[src/rtl/darkspim.sv]
// ---------------------------------------------------------------------------
// darkspim -- single-byte SPI master, mode 0 (SCK idles low, sample on rise,
// shift on fall), MSB first.
//
// Parameters
//   DIV        SCK half-period in CLK cycles (1..255)
//
// Ports
//   CLK        system clock, all state changes on its rising edge
//   RES        asynchronous active-low reset
//   REQ        request one 8-bit transfer, held by the requester until ACK
//   TXD[7:0]   byte to send, captured when the request is accepted
//   LAST       release chip select after this byte, captured with TXD
//   ACK        one-cycle pulse: request accepted
//   BUSY       transfer in progress (low whenever the FSM is idle)
//   RXD[7:0]   last received byte, stable until the next RXV
//   RXV        one-cycle pulse: RXD has been updated
//   SPI_SCK    SPI clock
//   SPI_MOSI   master data out
//   SPI_MISO   master data in
//   SPI_CSN    chip select, active low
//   DBG_STATE  current FSM state encoding, for observation only
//
// Handshake: REQ/ACK is a request/accept pair. A request is taken only in
// IDLE on a rising edge where REQ=1; ACK is high for exactly the following
// cycle. REQ seen in any other state is ignored (no ACK, nothing latched).
// ---------------------------------------------------------------------------
module darkspim #(
    parameter int unsigned DIV = 4
) (
    input  logic       CLK,
    input  logic       RES,
    input  logic       REQ,
    input  logic [7:0] TXD,
    input  logic       LAST,
    output logic       ACK,
    output logic       BUSY,
    output logic [7:0] RXD,
    output logic       RXV,
    output logic       SPI_SCK,
    output logic       SPI_MOSI,
    input  logic       SPI_MISO,
    output logic       SPI_CSN,
    output logic [2:0] DBG_STATE
);

    typedef enum logic [2:0] {
        S_IDLE  = 3'd0,
        S_SETUP = 3'd1,
        S_SCKH  = 3'd2,
        S_SCKL  = 3'd3,
        S_DONE  = 3'd4,
        S_HOLD  = 3'd5
    } state_t;

    localparam logic [7:0] PH_MAX = 8'(DIV - 1);

    state_t     r_state;
    logic [7:0] r_phase;
    logic [2:0] r_bitcnt;
    logic [7:0] r_tx;
    logic [7:0] r_rx;
    logic [7:0] r_rxd;
    logic       r_last;
    logic       r_csn;

    state_t     w_state_nxt;
    logic [7:0] w_phase_nxt;
    logic [2:0] w_bitcnt_nxt;
    logic [7:0] w_tx_nxt;
    logic [7:0] w_rx_nxt;
    logic [7:0] w_rxd_nxt;
    logic       w_last_nxt;
    logic       w_csn_nxt;
    logic       w_phase_end;

    // Every timed state lasts DIV cycles; the phase counter restarts at 0 on
    // each state change so it never exceeds DIV-1 (DIV=1: always at end).
    assign w_phase_end = (r_phase == PH_MAX);

    always_comb begin
        w_state_nxt  = r_state;
        w_phase_nxt  = r_phase;
        w_bitcnt_nxt = r_bitcnt;
        w_tx_nxt     = r_tx;
        w_rx_nxt     = r_rx;
        w_rxd_nxt    = r_rxd;
        w_last_nxt   = r_last;
        w_csn_nxt    = r_csn;
        case (r_state)
            S_IDLE: begin
                if (REQ) begin
                    w_state_nxt  = S_SETUP;
                    w_tx_nxt     = TXD;
                    w_last_nxt   = LAST;
                    w_csn_nxt    = 1'b0;
                    w_phase_nxt  = 8'd0;
                    w_bitcnt_nxt = 3'd0;
                end
            end
            S_SETUP: begin
                if (w_phase_end) begin
                    // SCK rises on this edge: sample MISO alongside it.
                    w_state_nxt = S_SCKH;
                    w_phase_nxt = 8'd0;
                    w_rx_nxt    = {r_rx[6:0], SPI_MISO};
                end else begin
                    w_phase_nxt = 8'(r_phase + 8'd1);
                end
            end
            S_SCKH: begin
                if (w_phase_end) begin
                    // SCK falls: advance MOSI, except after the eighth bit so
                    // the line keeps the final bit until the next byte.
                    w_state_nxt = S_SCKL;
                    w_phase_nxt = 8'd0;
                    if (r_bitcnt != 3'd7) begin
                        w_tx_nxt = {r_tx[6:0], 1'b0};
                    end
                end else begin
                    w_phase_nxt = 8'(r_phase + 8'd1);
                end
            end
            S_SCKL: begin
                if (w_phase_end) begin
                    w_phase_nxt = 8'd0;
                    if (r_bitcnt == 3'd7) begin
                        w_state_nxt  = S_DONE;
                        w_rxd_nxt    = r_rx;
                        w_bitcnt_nxt = 3'd0;
                    end else begin
                        w_state_nxt  = S_SCKH;
                        w_bitcnt_nxt = 3'(r_bitcnt + 3'd1);
                        w_rx_nxt     = {r_rx[6:0], SPI_MISO};
                    end
                end else begin
                    w_phase_nxt = 8'(r_phase + 8'd1);
                end
            end
            S_DONE: begin
                w_phase_nxt = 8'd0;
                // Without LAST, CSN stays low so the next byte can follow.
                w_state_nxt = r_last ? S_HOLD : S_IDLE;
            end
            S_HOLD: begin
                if (w_phase_end) begin
                    w_state_nxt = S_IDLE;
                    w_phase_nxt = 8'd0;
                    w_csn_nxt   = 1'b1;
                end else begin
                    w_phase_nxt = 8'(r_phase + 8'd1);
                end
            end
            default: begin
                w_state_nxt = S_IDLE;
                w_phase_nxt = 8'd0;
            end
        endcase
    end

    always_ff @(posedge CLK or negedge RES) begin
        if (!RES) begin
            r_state  <= S_IDLE;
            r_phase  <= 8'd0;
            r_bitcnt <= 3'd0;
            r_tx     <= 8'd0;
            r_rx     <= 8'd0;
            r_rxd    <= 8'd0;
            r_last   <= 1'b0;
            r_csn    <= 1'b1;
        end else begin
            r_state  <= w_state_nxt;
            r_phase  <= w_phase_nxt;
            r_bitcnt <= w_bitcnt_nxt;
            r_tx     <= w_tx_nxt;
            r_rx     <= w_rx_nxt;
            r_rxd    <= w_rxd_nxt;
            r_last   <= w_last_nxt;
            r_csn    <= w_csn_nxt;
        end
    end

    // Outputs are decoded from registered state only, so they are glitch-free
    // and drop to their idle values as soon as reset is asserted.
    assign ACK       = (r_state == S_SETUP) && (r_phase == 8'd0);
    assign BUSY      = (r_state != S_IDLE);
    assign RXV       = (r_state == S_DONE);
    assign RXD       = r_rxd;
    assign SPI_SCK   = (r_state == S_SCKH);
    assign SPI_MOSI  = r_tx[7];
    assign SPI_CSN   = r_csn;
    assign DBG_STATE = r_state;

endmodule
[config.mk]
export PLATFORM = sky130hd
export DESIGN_NAME = darkspim
export DESIGN_NICKNAME = d
export VERILOG_FILES = /design/src/rtl/darkspim.sv
export SDC_FILE = /design/constraint.sdc
export NUM_CORES = 1
export LEC_CHECK = 0
export BUFFER_PORTS_ARGS = -buffer_cell sky130_fd_sc_hd__clkbuf_2
export CORE_AREA = 3 3 71 73
export CTS_BUF_LIST = sky130_fd_sc_hd__clkbuf_4
export DETAILED_ROUTE_END_ITERATION = 7
export DIE_AREA = 0 0 74 76
export HOLD_SLACK_MARGIN = 0.06
export PLACE_DENSITY = 0.65
export SLEW_MARGIN = 10
export SYNTH_ARGS = -nofsm -noshare
export SYNTH_HDL_FRONTEND = slang
export SYNTH_SLANG_ARGS = --single-unit
[constraint.sdc]
create_clock -name CLK -period 2.35 [get_ports CLK]
set_input_delay 0.3525 -clock CLK [delete_from_list [all_inputs] [get_ports CLK]]
set_output_delay 0.3525 -clock CLK [all_outputs]
set_load 0.03 [all_outputs]
Yosys cells after proc, flatten, opt, wreduce, memory -nomap -nowiden
Cells that the tools add are included.

Bits in registers: 40. Bits of input ports: 13. Output and inout bits: 17. Word-level logic and storage cells: 67.

Add/sub/neg operators: 2. Equal/unequal tests: 15. Muxes and demuxes: 26. Reduce and logical (&&, ||, !) cells: 16.

Operators by type and width (count): 8-bit two-way mux (8); 8-bit one-hot mux with 2 select lines (3); 3-bit two-way mux (10); 3-bit one-hot mux with 6 select lines (1); 2-bit inequality test (second input constant) (5); 3-bit == test (second input constant) (3); 3-bit AND reduction (3); 8-bit by 1-bit adder with 8-bit output (second input constant) (1); 8-bit by 2-bit == test with 1-bit output (second input constant) (1); 8-bit zero test (1); 4-bit AND reduction (2); 2-bit nonzero test (4); 3-bit by 2-bit == test with 1-bit output (second input constant) (2); 3-bit one-hot mux with 2 select lines (1); 5-bit AND reduction (1); 2-bit by 1-bit inequality test with 1-bit output (second input constant) (2); 4-bit OR reduction (1); 3-bit by 1-bit adder with 3-bit output (second input constant) (1); 3-bit by 1-bit == test with 1-bit output (second input constant) (1); 3-bit zero test (1); 3-bit inequality test (second input constant) (1); 3-bit nonzero test (1); 1-bit two-way mux (2); 1-bit one-hot mux with 2 select lines (1); other kinds (2) (2).

Depth between registers and ports, before layout
Gate-level depths: netlist (run 1).

Word-level depth: 4. Depth in mapped cells: 5. Depth with buffers taken out: 5.

Worst setup path after synthesis (run 1)
Ideal clock, no wire load.

Path type: reg-to-output. From: reg r_state[0] (netlist: DBG_STATE[0]). To: out ACK. Data arrival time: 1804 ps. Required time: 1997 ps. Path slack: 194 ps. Cell stages (with the launch flop): 5. Buffers on the path: 1. Path through: dfrtp_1 buf_2 nor2b_1 nand4b_1 nor3_1.

Cells in the longest elaborated chain, start to end: 2.

RTL lines: start: declaration (line 58) `state_t r_state;`; start signal: assignment (line 172) `r_state <= w_state_nxt;`; 3-bit by 1-bit == test with 1-bit output (line 185) `assign ACK = (r_state == S_SETUP) && (r_phase == 8'd0);`; 1-bit logical AND (line 185); end: declaration (line 36) `output logic ACK,`.

No other way between the ends.

Final worst setup path (run 1)
From: reg r_bitcnt[0]. To: reg r_tx[5].

Cells in the longest elaborated chain, start to end: 3.

RTL lines: start: declaration (line 60) `logic [2:0] r_bitcnt;`; start signal: assignment (line 174) `r_bitcnt <= w_bitcnt_nxt;`; 3-bit inequality test (line 117) `if (r_bitcnt != 3'd7) begin`; 2-bit by 1-bit inequality test with 1-bit output (no line); 4-bit AND reduction (no line); end signal: assignment (line 175) `r_tx <= w_tx_nxt;`; end: declaration (line 61) `logic [7:0] r_tx;`.

No other way between the ends. A chain may end at the register's enable or synchronous reset.

==> impl_metrics.py, run 1 <==
metrics = {
    "outcome": {
        "status": "completed",
    },
    "logic_synthesis": {
        "yosysSeqAreaShare": 0.5070,
        "synth_nets": 177,
        "synth_cells": 160,
        "synth_top_area_frac": 0.4937,
        "synth_area_leaders": "dfrtp_1 49%, mux2_2 18%, ha_1 2.5%, a22oi_1 1.9%, mux2i_1 1.5%",
        "ys_ff_latch": 40,
        "yosys.area.top_type": "dfrtp_1",
        "yosysWarnings": 0,
        "synth_area_sq_um": 1977,
        "avgSynthCellArea_sq_um": 12.36,
        "yosysUniqueCellTypes": 42,
    },
    "critical_path": {
        "worstReg2RegStart": "r_bitcnt[0]$_DFFE_PN0P_",
        "crit_top_cell": "ha_1",
        "cpMaxStageDelayCell": "or4b_1",
        "worstSetupEndpointType": "register",
        "crit_path_start_kind": "register",
        "cp.buffers_inverters": 0,
        "cp.arrival_ns": 2.46,
        "required_ns": 2.59,
        "crit_start": "r_bitcnt[0]$_DFFE_PN0P_",
        "critPathTopFamily": "simple AND/OR/NAND/NOR gates",
        "cp_cell_sequence": "ha_1, ha_1, or4b_1, o31ai_4, mux2_2",
        "max_stage_delay_ns": 0.52,
        "critPathKind": "register to register",
        "worstPathMaxFanout": 8,
    },
    "min_path": {
        "hp-class": "input port to asynchronous set/reset pin",
    },
    "timing": {
        "slew_viol_final": 0,
        "clock.fmax_ghz": 0.4512,
        "worst_pin_slew_ns": 0.9734,
        "finalCriticalPeriod_ns": 2.216,
        "hold-worst-slack_ns": 0.1354,
        "hold_viol_final": 0,
        "slew-limit-headroom": 0.3511,
        "finalSetupTns_ns": 0,
        "fin_skew_ns": 0.008669,
        "rsz0062_at_grt": "no",
        "setup_viol": 0,
        "fin_crit_sh": 0.9431,
    },
    "power": {
        "power_w": 0.002723,
        "peakVddDrop_mv": 0.5294,
        "p_leak_nw": 1.099,
        "power.density_nw_per_um2": 1204,
    },
    "layout": {
        "nets": 211,
        "utilization": 0.5125,
        "final_common_cell": "dfrtp_1",
        "drive_gt1_frac": 0.4205,
        "fill_cells": 419,
        "antenna_cells": 0,
        "areaGrowthSynthToFinish_pct": 14.43,
        "final_cell_mix": "38 x dfrtp_1, 31 x mux2_2, 29 x clkbuf_2, 7 x nand2_1",
    },
    "clock_network": {
        "cts_num_sinks": 40,
        "clkLatencyLatePin_ns": 0.35,
        "cts_max_path_buffers": 2,
        "postCtsHoldBufs": 0,
        "cts_max_level": 2,
        "path_clk_slew_ns": 0.12,
        "cts_tree": "built",
        "cts_buffers": 5,
        "clockRootBuffer": "clkbuf_4",
    },
    "floorplanning": {
        "fp.dieH_um": 76,
        "die_width_um": 74,
        "ioPinCount": 30,
        "die_area_sq_um": 5624,
        "rows": 24,
        "core-area_sq_um": 4414,
        "initial_core_util": 0.4478,
    },
    "drt": {
        "num_vias": 1386,
        "routed_wl_um": 3810,
        "drtPass1Iterations": 4,
        "detailedRoute.firstIterationViolations": 130,
        "wl_per_cell_um": 15.43,
        "viasPerCell": 5.611,
        "drc": 0,
        "postRouteAntennaNets": 0,
    },
    "grt": {
        "antenna_found_initial": 0,
        "grt_pass1_wl_um": 6927,
        "grt-ovfl-total": 0,
        "grt_pass1_vias": 1492,
        "track_usage": 0.1559,
        "grt_max_degree": 41,
    },
    "job": {
        "drv_cap": 0,
    },
    "place": {
        "detailed_place_hpwl_um": 2795,
        "place.port_buffers": 29,
        "gp_congestion": 0.8254,
    },
}
[synth_stat cells (all sizes together)]
master   n
buf      3
nor2b    1
o41ai    2
nor2     2
dfstp    1
a22oi    5
o21ai    4
mux2    31
or3      3
or3b     2
nand3    3
mux2i    3
nand4    3
inv      6
a211oi   1
a22o     1
a21oi    1
o31ai    5
nand2b   4
or4      4
nor4     3
nor3b    2
and2     1
or4b     2
o211a    1
clkbuf   5
o21a     1
o21bai   1
or2      2
ha       4
dfrtp   39
a21boi   1
nand4b   2
xor2     1
nand2    7
nor3     2
a31oi    1
[what timing repair did]
item	4_1_cts	5_1_grt
resized for setup	0	1
buffers inserted	0	0
endpoints found under the setup margin	0	1
[layer usage]
layer | vias up | wire, um | track usage
li1 | 662 | - | -
met1 | 687 | 1723 | 0.2105
met2 | 29 | 1863 | 0.2394
met3 | 8 | 149 | 0.04090
met4 | 0 | 74 | 0.05435
met5 | - | 0 | 0
[worst paths after layout]
kind / slack (ns) / depth (start not counted) / end
max reg2reg: 0.13 / 5 / r_tx[5]$_DFFE_PN0P_
min in group CLK: 0.23 / 2 / r_last$_DFFE_PN0P_
min reg2reg: 0.50 / 2 / SPI_CSN$_DFFE_PN1P_
max: 0.13 / 5 / r_tx[5]$_DFFE_PN0P_
min: 0.14 / 1 / r_tx[0]$_DFFE_PN0P_
max in group asynchronous: 1.56 / 1 / DBG_STATE[0]$_DFFE_PN0P_
[per-stage QoR]
stage,instances,cell area [sq um],setup slack [ns]
final,247,2262,0.1336
after global routing,247,2262,0.02924
after CTS,247,2261,0.09937
after detailed placement,239,2186,0.1312
after global placement,239,2186,0.1878
after floorplan,160,1977,0.1940
[power breakdown]
part / switching (W) / leakage, nW / internal, W
sequential: 0.000207 / 0.507 / 0.000946
combinational: 0.000597 / 0.551 / 0.000537
clock: 0.000219 / 0.0403 / 0.000217
total: 0.00102 / 1.10 / 0.00170
[flip-flops by register name, summed over array words and instances (netlist names)]
register and flops:
r_rx 8, SPI_CSN 1, r_tx 8, DBG_STATE 3
r_last 1, r_phase 8, r_bitcnt 3, RXD 8
[logic make-up after synthesis]
group           synth area share
mux                       0.1918
simple gates              0.1424
xor+xnor                0.004431
buf+inv                  0.03481
compound gates           0.09431
fa+ha+maj                0.02532
flops                     0.5070
[cell type report]
class,instances,area (sq um),share of cell area
Sequential cell,40,1003,0.4436
Multi-Input combinational cell,106,905.9,0.4004
Timing Repair Buffer,35,190.2,0.08407
Tap cell,52,65.06,0.02876
Clock buffer,5,37.54,0.01659
Clock inverter,3,37.54,0.01659
Inverter,6,22.52,0.009956
Power figures use the tool's default switching activity.
==> run 2: changes to the inputs <==
--- a/config.mk
+++ b/config.mk
@@ -6,12 +6,12 @@
 export NUM_CORES = 1
 export LEC_CHECK = 0
 export BUFFER_PORTS_ARGS = -buffer_cell sky130_fd_sc_hd__clkbuf_2
-export CORE_AREA = 3 3 71 73
+export CORE_AREA = 3 3 86 88
 export CTS_BUF_LIST = sky130_fd_sc_hd__clkbuf_4
 export DETAILED_ROUTE_END_ITERATION = 7
-export DIE_AREA = 0 0 74 76
+export DIE_AREA = 0 0 89 91
 export HOLD_SLACK_MARGIN = 0.06
-export PLACE_DENSITY = 0.65
+export PLACE_DENSITY = 0.47
 export SLEW_MARGIN = 10
 export SYNTH_ARGS = -nofsm -noshare
 export SYNTH_HDL_FRONTEND = slang
==> constraint.sdc (replaced) <==
create_clock -name CLK -period 2.35 [get_ports CLK]
set_input_delay 0.3525 -clock CLK [delete_from_list [all_inputs] [get_ports CLK]]
set_output_delay 0.3525 -clock CLK [all_outputs]
set_load 0.02 [all_outputs]
==> impl_metrics.py, run 2 (synthesized netlist as in run 1, its figures left out) <==
metrics = {
    "place": {
        "placed_cell_area_sq_um": 2266,
        "place.port_buffers": 29,
        "dp_slack_ns": 0.1194,
        "gp_congestion": 0.7052,
        "detailed_place_hpwl_um": 2884,
    },
    "timing": {
        "worst_pin_slew_ns": 0.4335,
        "setup_viol": 0,
        "clock.fmax_ghz": 0.4486,
        "rsz0062_at_grt": "no",
        "slew_viol_final": 0,
        "fin_crit_sh": 0.9485,
        "setup_slack_ns": 0.1210,
        "hold_viol_final": 0,
        "slew-limit-headroom": 0.7072,
        "fin_skew_ns": 0.01082,
        "finalCriticalPeriod_ns": 2.229,
        "finalSetupTns_ns": 0,
        "hold-worst-slack_ns": 0.2405,
    },
    "power": {
        "p_leak_nw": 1.128,
        "intPower_w": 0.001636,
        "swShare": 0.3785,
        "p_seq_frac": 0.432,
        "switchingPower_w": 0.0009964,
        "power_frac_comb": 0.430,
        "power.density_nw_per_um2": 1117,
        "power.share.clock": 0.138,
        "peakVddDrop_mv": 0.4058,
        "power_w": 0.002633,
    },
    "outcome": {
        "status": "completed",
    },
    "critical_path": {
        "required_ns": 2.59,
        "cp_cell_sequence": "ha_1, ha_1, or4b_1, o31ai_4, buf_12, mux2_2",
        "r2r-end": "r_tx[1]$_DFFE_PN0P_",
        "cp.buffers_inverters": 1,
        "worstPathMaxFanout": 8,
        "crit_path_start_kind": "register",
        "worstReg2RegStart": "r_bitcnt[0]$_DFFE_PN0P_",
        "ff2ff_path_depth": 6,
        "crit_top_cell": "ha_1",
        "reg2reg_slack_ns": 0.12,
        "crit_start": "r_bitcnt[0]$_DFFE_PN0P_",
        "critPathTopFamily": "simple AND/OR/NAND/NOR gates",
        "cpMaxStageDelayCell": "or4b_1",
        "critPathKind": "register to register",
        "cp.arrival_ns": 2.47,
        "max_stage_delay_ns": 0.52,
        "worstSetupEndpointType": "register",
    },
    "grt": {
        "track_usage": 0.1034,
        "grt_pass1_wl_um": 6672,
        "grt_pass1_vias": 1347,
        "grt_max_degree": 20,
        "antenna_found_initial": 0,
        "grt-ovfl-total": 0,
    },
    "clock_network": {
        "clockRootBuffer": "clkbuf_4",
        "cts_buffers": 5,
        "clkLatencyLatePin_ns": 0.34,
        "cts_max_level": 2,
        "path_clk_slew_ns": 0.14,
        "cts_num_sinks": 40,
        "cts_resized": 0,
        "cts_max_path_buffers": 2,
        "cts_tree": "built",
    },
    "min_path": {
        "hp-class": "input port to register",
        "min-delay-start": "LAST",
        "worstHoldEndpoint": "r_last$_DFFE_PN0P_",
        "hold_depth": 2,
    },
    "floorplanning": {
        "rows": 30,
        "die_area_sq_um": 8099,
        "fp.dieH_um": 91,
        "core-area_sq_um": 6719,
        "die_width_um": 89,
        "initial_core_util": 0.2942,
        "ioPinCount": 30,
    },
    "layout": {
        "final_area_sq_um": 2357,
        "fill_cells": 675,
        "antenna_cells": 0,
        "drive_gt1_frac": 0.4433,
        "final_cell_mix": "39 x dfrtp_1, 31 x mux2_2, 29 x clkbuf_2, 12 x buf_4, 7 x nand2_1",
        "final_common_cell": "dfrtp_1",
        "nets": 219,
        "areaGrowthSynthToFinish_pct": 19.24,
    },
    "drt": {
        "drtPass1Iterations": 6,
        "postRouteAntennaNets": 0,
        "num_vias": 1381,
        "viasPerCell": 4.880,
        "detailedRoute.firstIterationViolations": 78,
        "wl_per_cell_um": 13.77,
        "routed_wl_um": 3896,
        "drc": 0,
    },
    "job": {
        "drv_cap": 0,
    },
}
## run 2: cell type report
type                       count  area [sq um]  area share
sequential                    40          1002      0.4252
multi-input combinational    106         905.9      0.3843
timing repair buffer          43         265.3      0.1125
tap                           80         100.1     0.04246
clock buffer                   5         37.54     0.01592
clock inverter                 3         23.77     0.01008
inverter                       6         22.52    0.009554
## run 2: routing by layer
metal  routed length (um)  vias to the layer above  global-route usage  part of all wire
li1                     -                      680                   -                 -
met1                 2023                      671              0.1537              0.52
met2                 1652                       26              0.1411              0.42
met3                  168                        4             0.02995             0.043
met4                   51                        0             0.03722             0.013
met5                    0                        -                   0                 0
## run 2: worst max-delay path by stage
stage / to / slack [ns] / cells after the start
5_1_grt: ACK / 0.02 / 4
6_report: r_tx[1]$_DFFE_PN0P_ / 0.12 / 6
2_1_floorplan: r_tx[1]$_DFFE_PN0P_ / 0.27 / 5
3_5_place_dp: r_tx[1]$_DFFE_PN0P_ / 0.12 / 5
3_3_place_gp: r_tx[2]$_DFFE_PN0P_ / 0.15 / 5
4_1_cts: r_tx[1]$_DFFE_PN0P_ / 0.08 / 5
## run 2: per-stage QoR
stage,std cells,utilization
floorplan,160,-
CTS,282,0.3479
global route,283,0.3508
detailed placement,273,0.3372
global placement,273,0.3372
finish,283,0.3508
## run 2: power groups by stage
stage	sequential (W)	combinational, W	clock (W)
finish	0.00114	0.00113	0.000363
global route	0.00118	0.00126	0.000405
CTS	0.00114	0.00113	0.000378
detailed placement	0.00115	0.00111	0
global placement	0.00115	0.00112	0
floorplan	0.00116	0.000774	0
## run 2: timing repair
| action | 4_1_cts | 5_1_grt |
|---|---|---|
| endpoints found under the setup margin | 0 | 1 |
| hold endpoints to repair | 16 | 0 |
| buffers inserted | 0 | 1 |
| hold buffers | 1 | 0 |
## run 2: worst reg2reg max path: cells and delay by family, from the launching register on
family          cells  cell delay [ns]
simple gates        1             0.52
flops               1             0.42
fa+ha+maj           2             0.41
mux                 1             0.32
compound gates      1             0.31
buf+inv             1             0.16
==> run 3: changes to the inputs <==
--- a/config.mk
+++ b/config.mk
@@ -12,6 +12,7 @@
 export DIE_AREA = 0 0 89 91
 export HOLD_SLACK_MARGIN = 0.06
 export PLACE_DENSITY = 0.47
+export RECOVER_POWER = 25
 export SLEW_MARGIN = 10
 export SYNTH_ARGS = -nofsm -noshare
 export SYNTH_HDL_FRONTEND = slang
==> impl_metrics.py, run 3 (synthesized netlist as in run 1, its figures left out) <==
metrics = {
    "outcome": {
        "status": "completed",
    },
    "power": {
        "power.density_nw_per_um2": 1119,
        "peakVddDrop_mv": 0.4058,
        "p_leak_nw": 1.121,
    },
    "clock_network": {
        "cts_num_sinks": 40,
        "cts_max_path_buffers": 2,
        "clkLatencyLatePin_ns": 0.34,
        "clockRootBuffer": "clkbuf_4",
        "cts_resized": 0,
        "path_clk_slew_ns": 0.14,
        "cts_buffers": 5,
        "cts_max_level": 2,
        "cts_tree": "built",
    },
    "layout": {
        "nets": 219,
        "final_cell_mix": "39 x dfrtp_1, 31 x mux2_2, 28 x clkbuf_2, 11 x buf_4, 7 x nand2_1",
        "antenna_cells": 0,
        "final_area_sq_um": 2352,
        "areaGrowthSynthToFinish_pct": 18.99,
        "finalNonFillerCells": 283,
        "drive_gt1_frac": 0.4335,
        "final_common_cell": "dfrtp_1",
    },
    "timing": {
        "clock.fmax_ghz": 0.4483,
        "finalCriticalPeriod_ns": 2.231,
        "fin_crit_sh": 0.9492,
        "setup_viol": 0,
        "hold-worst-slack_ns": 0.2429,
        "slew_viol_final": 0,
        "slew-limit-headroom": 0.3461,
        "rsz0062_at_grt": "no",
        "fin_skew_ns": 0.01082,
        "hold_viol_final": 0,
        "finalSetupTns_ns": 0,
        "worst_pin_slew_ns": 0.9809,
    },
    "drt": {
        "wl_per_cell_um": 13.72,
        "viasPerCell": 4.866,
        "routed_wl_um": 3883,
        "drc": 0,
        "drtPass1Iterations": 6,
        "postRouteAntennaNets": 0,
        "detailedRoute.firstIterationViolations": 79,
        "num_vias": 1377,
    },
    "min_path": {
        "hold_depth": 2,
        "hp-class": "input port to register",
    },
    "grt": {
        "track_usage": 0.1034,
        "grt_pass1_vias": 1347,
        "antenna_found_initial": 0,
        "grt_max_degree": 20,
        "grt-ovfl-total": 0,
        "grt_pass1_wl_um": 6672,
    },
    "critical_path": {
        "cp_cell_sequence": "ha_1, ha_1, or4b_1, o31ai_4, buf_12, mux2_2",
        "worstSetupEndpointType": "register",
        "crit_top_cell": "ha_1",
        "critPathKind": "register to register",
        "cp.arrival_ns": 2.47,
        "crit_path_start_kind": "register",
        "max_stage_delay_ns": 0.52,
        "ff2ff_path_depth": 6,
        "cpMaxStageDelayCell": "or4b_1",
        "required_ns": 2.59,
        "worstPathMaxFanout": 8,
    },
    "floorplanning": {
        "initial_core_util": 0.2942,
        "rows": 30,
        "fp.dieH_um": 91,
        "core-area_sq_um": 6719,
        "die_area_sq_um": 8099,
        "ioPinCount": 30,
        "die_width_um": 89,
    },
    "job": {
        "drv_cap": 0,
    },
    "place": {
        "dp_cells": 273,
        "placed_cell_area_sq_um": 2266,
        "gp_congestion": 0.7052,
        "place.port_buffers": 29,
        "detailed_place_hpwl_um": 2884,
    },
}
## run 3: path summary, 6_finish.rpt
check | from | slack, ns | end
min | LAST | 0.24 | r_last$_DFFE_PN0P_
max in group asynchronous | RES | 0.62 | r_last$_DFFE_PN0P_
min in group asynchronous | RES | 0.67 | r_tx[7]$_DFFE_PN0P_
max | r_bitcnt[0]$_DFFE_PN0P_ | 0.12 | r_tx[1]$_DFFE_PN0P_
min reg2reg | SPI_CSN$_DFFE_PN1P_ | 0.49 | SPI_CSN$_DFFE_PN1P_
max reg2reg | r_bitcnt[0]$_DFFE_PN0P_ | 0.12 | r_tx[1]$_DFFE_PN0P_
## run 3: report_power, final
part / switching, W / internal, W / leakage, nW
clock network: 0.000245 / 0.000118 / 0.0274
registers: 0.000194 / 0.000943 / 0.508
logic: 0.000557 / 0.000574 / 0.586
## run 3: area by class of cell
type                            instances  area, sq um
Clock buffer                            5        37.54
Timing Repair Buffer                   43        260.3
Multi-Input combinational cell        106        905.9
Tap cell                               80        100.1
Fill cell                             678         4367
Sequential cell                        40         1002
Inverter                                6        22.52
Clock inverter                          3        23.77
## run 3: routing by layer
metal	part of all wire	wire (um)	vias up	global-route usage
met4	0.013	51	0	0.03722
met2	0.43	1658	24	0.1411
met5	0	0	-	0
li1	-	-	680	-
met3	0.042	163	4	0.02995
met1	0.52	2010	669	0.1537
## run 3: metrics by stage
stage          setup WS [ns]  utilization  power [W]
2_1_floorplan         0.2747            -   0.001930
3_3_place_gp          0.1515       0.3372   0.002275
3_5_place_dp          0.1194       0.3372   0.002269
4_1_cts              0.08462       0.3479   0.002644
5_1_grt              0.01592       0.3501   0.002846
6_report              0.1194       0.3501   0.002631
## run 3: repair_timing
item,in CTS,in global routing
endpoints found under the hold margin,16,0
endpoints found under the setup margin,0,1
hold buffers,1,0
setup buffers,0,1
## run 3: worst max-delay path: cells and delay by family, from the launching register on
family | cells | cell delay (ns)
flip-flops | 1 | 0.42
AND/OR/NAND/NOR | 1 | 0.52
multiplexers | 1 | 0.32
AO/OA/AOI/OAI | 1 | 0.31
adder cells (fa/ha/maj) | 2 | 0.41
buffers and inverters | 1 | 0.16
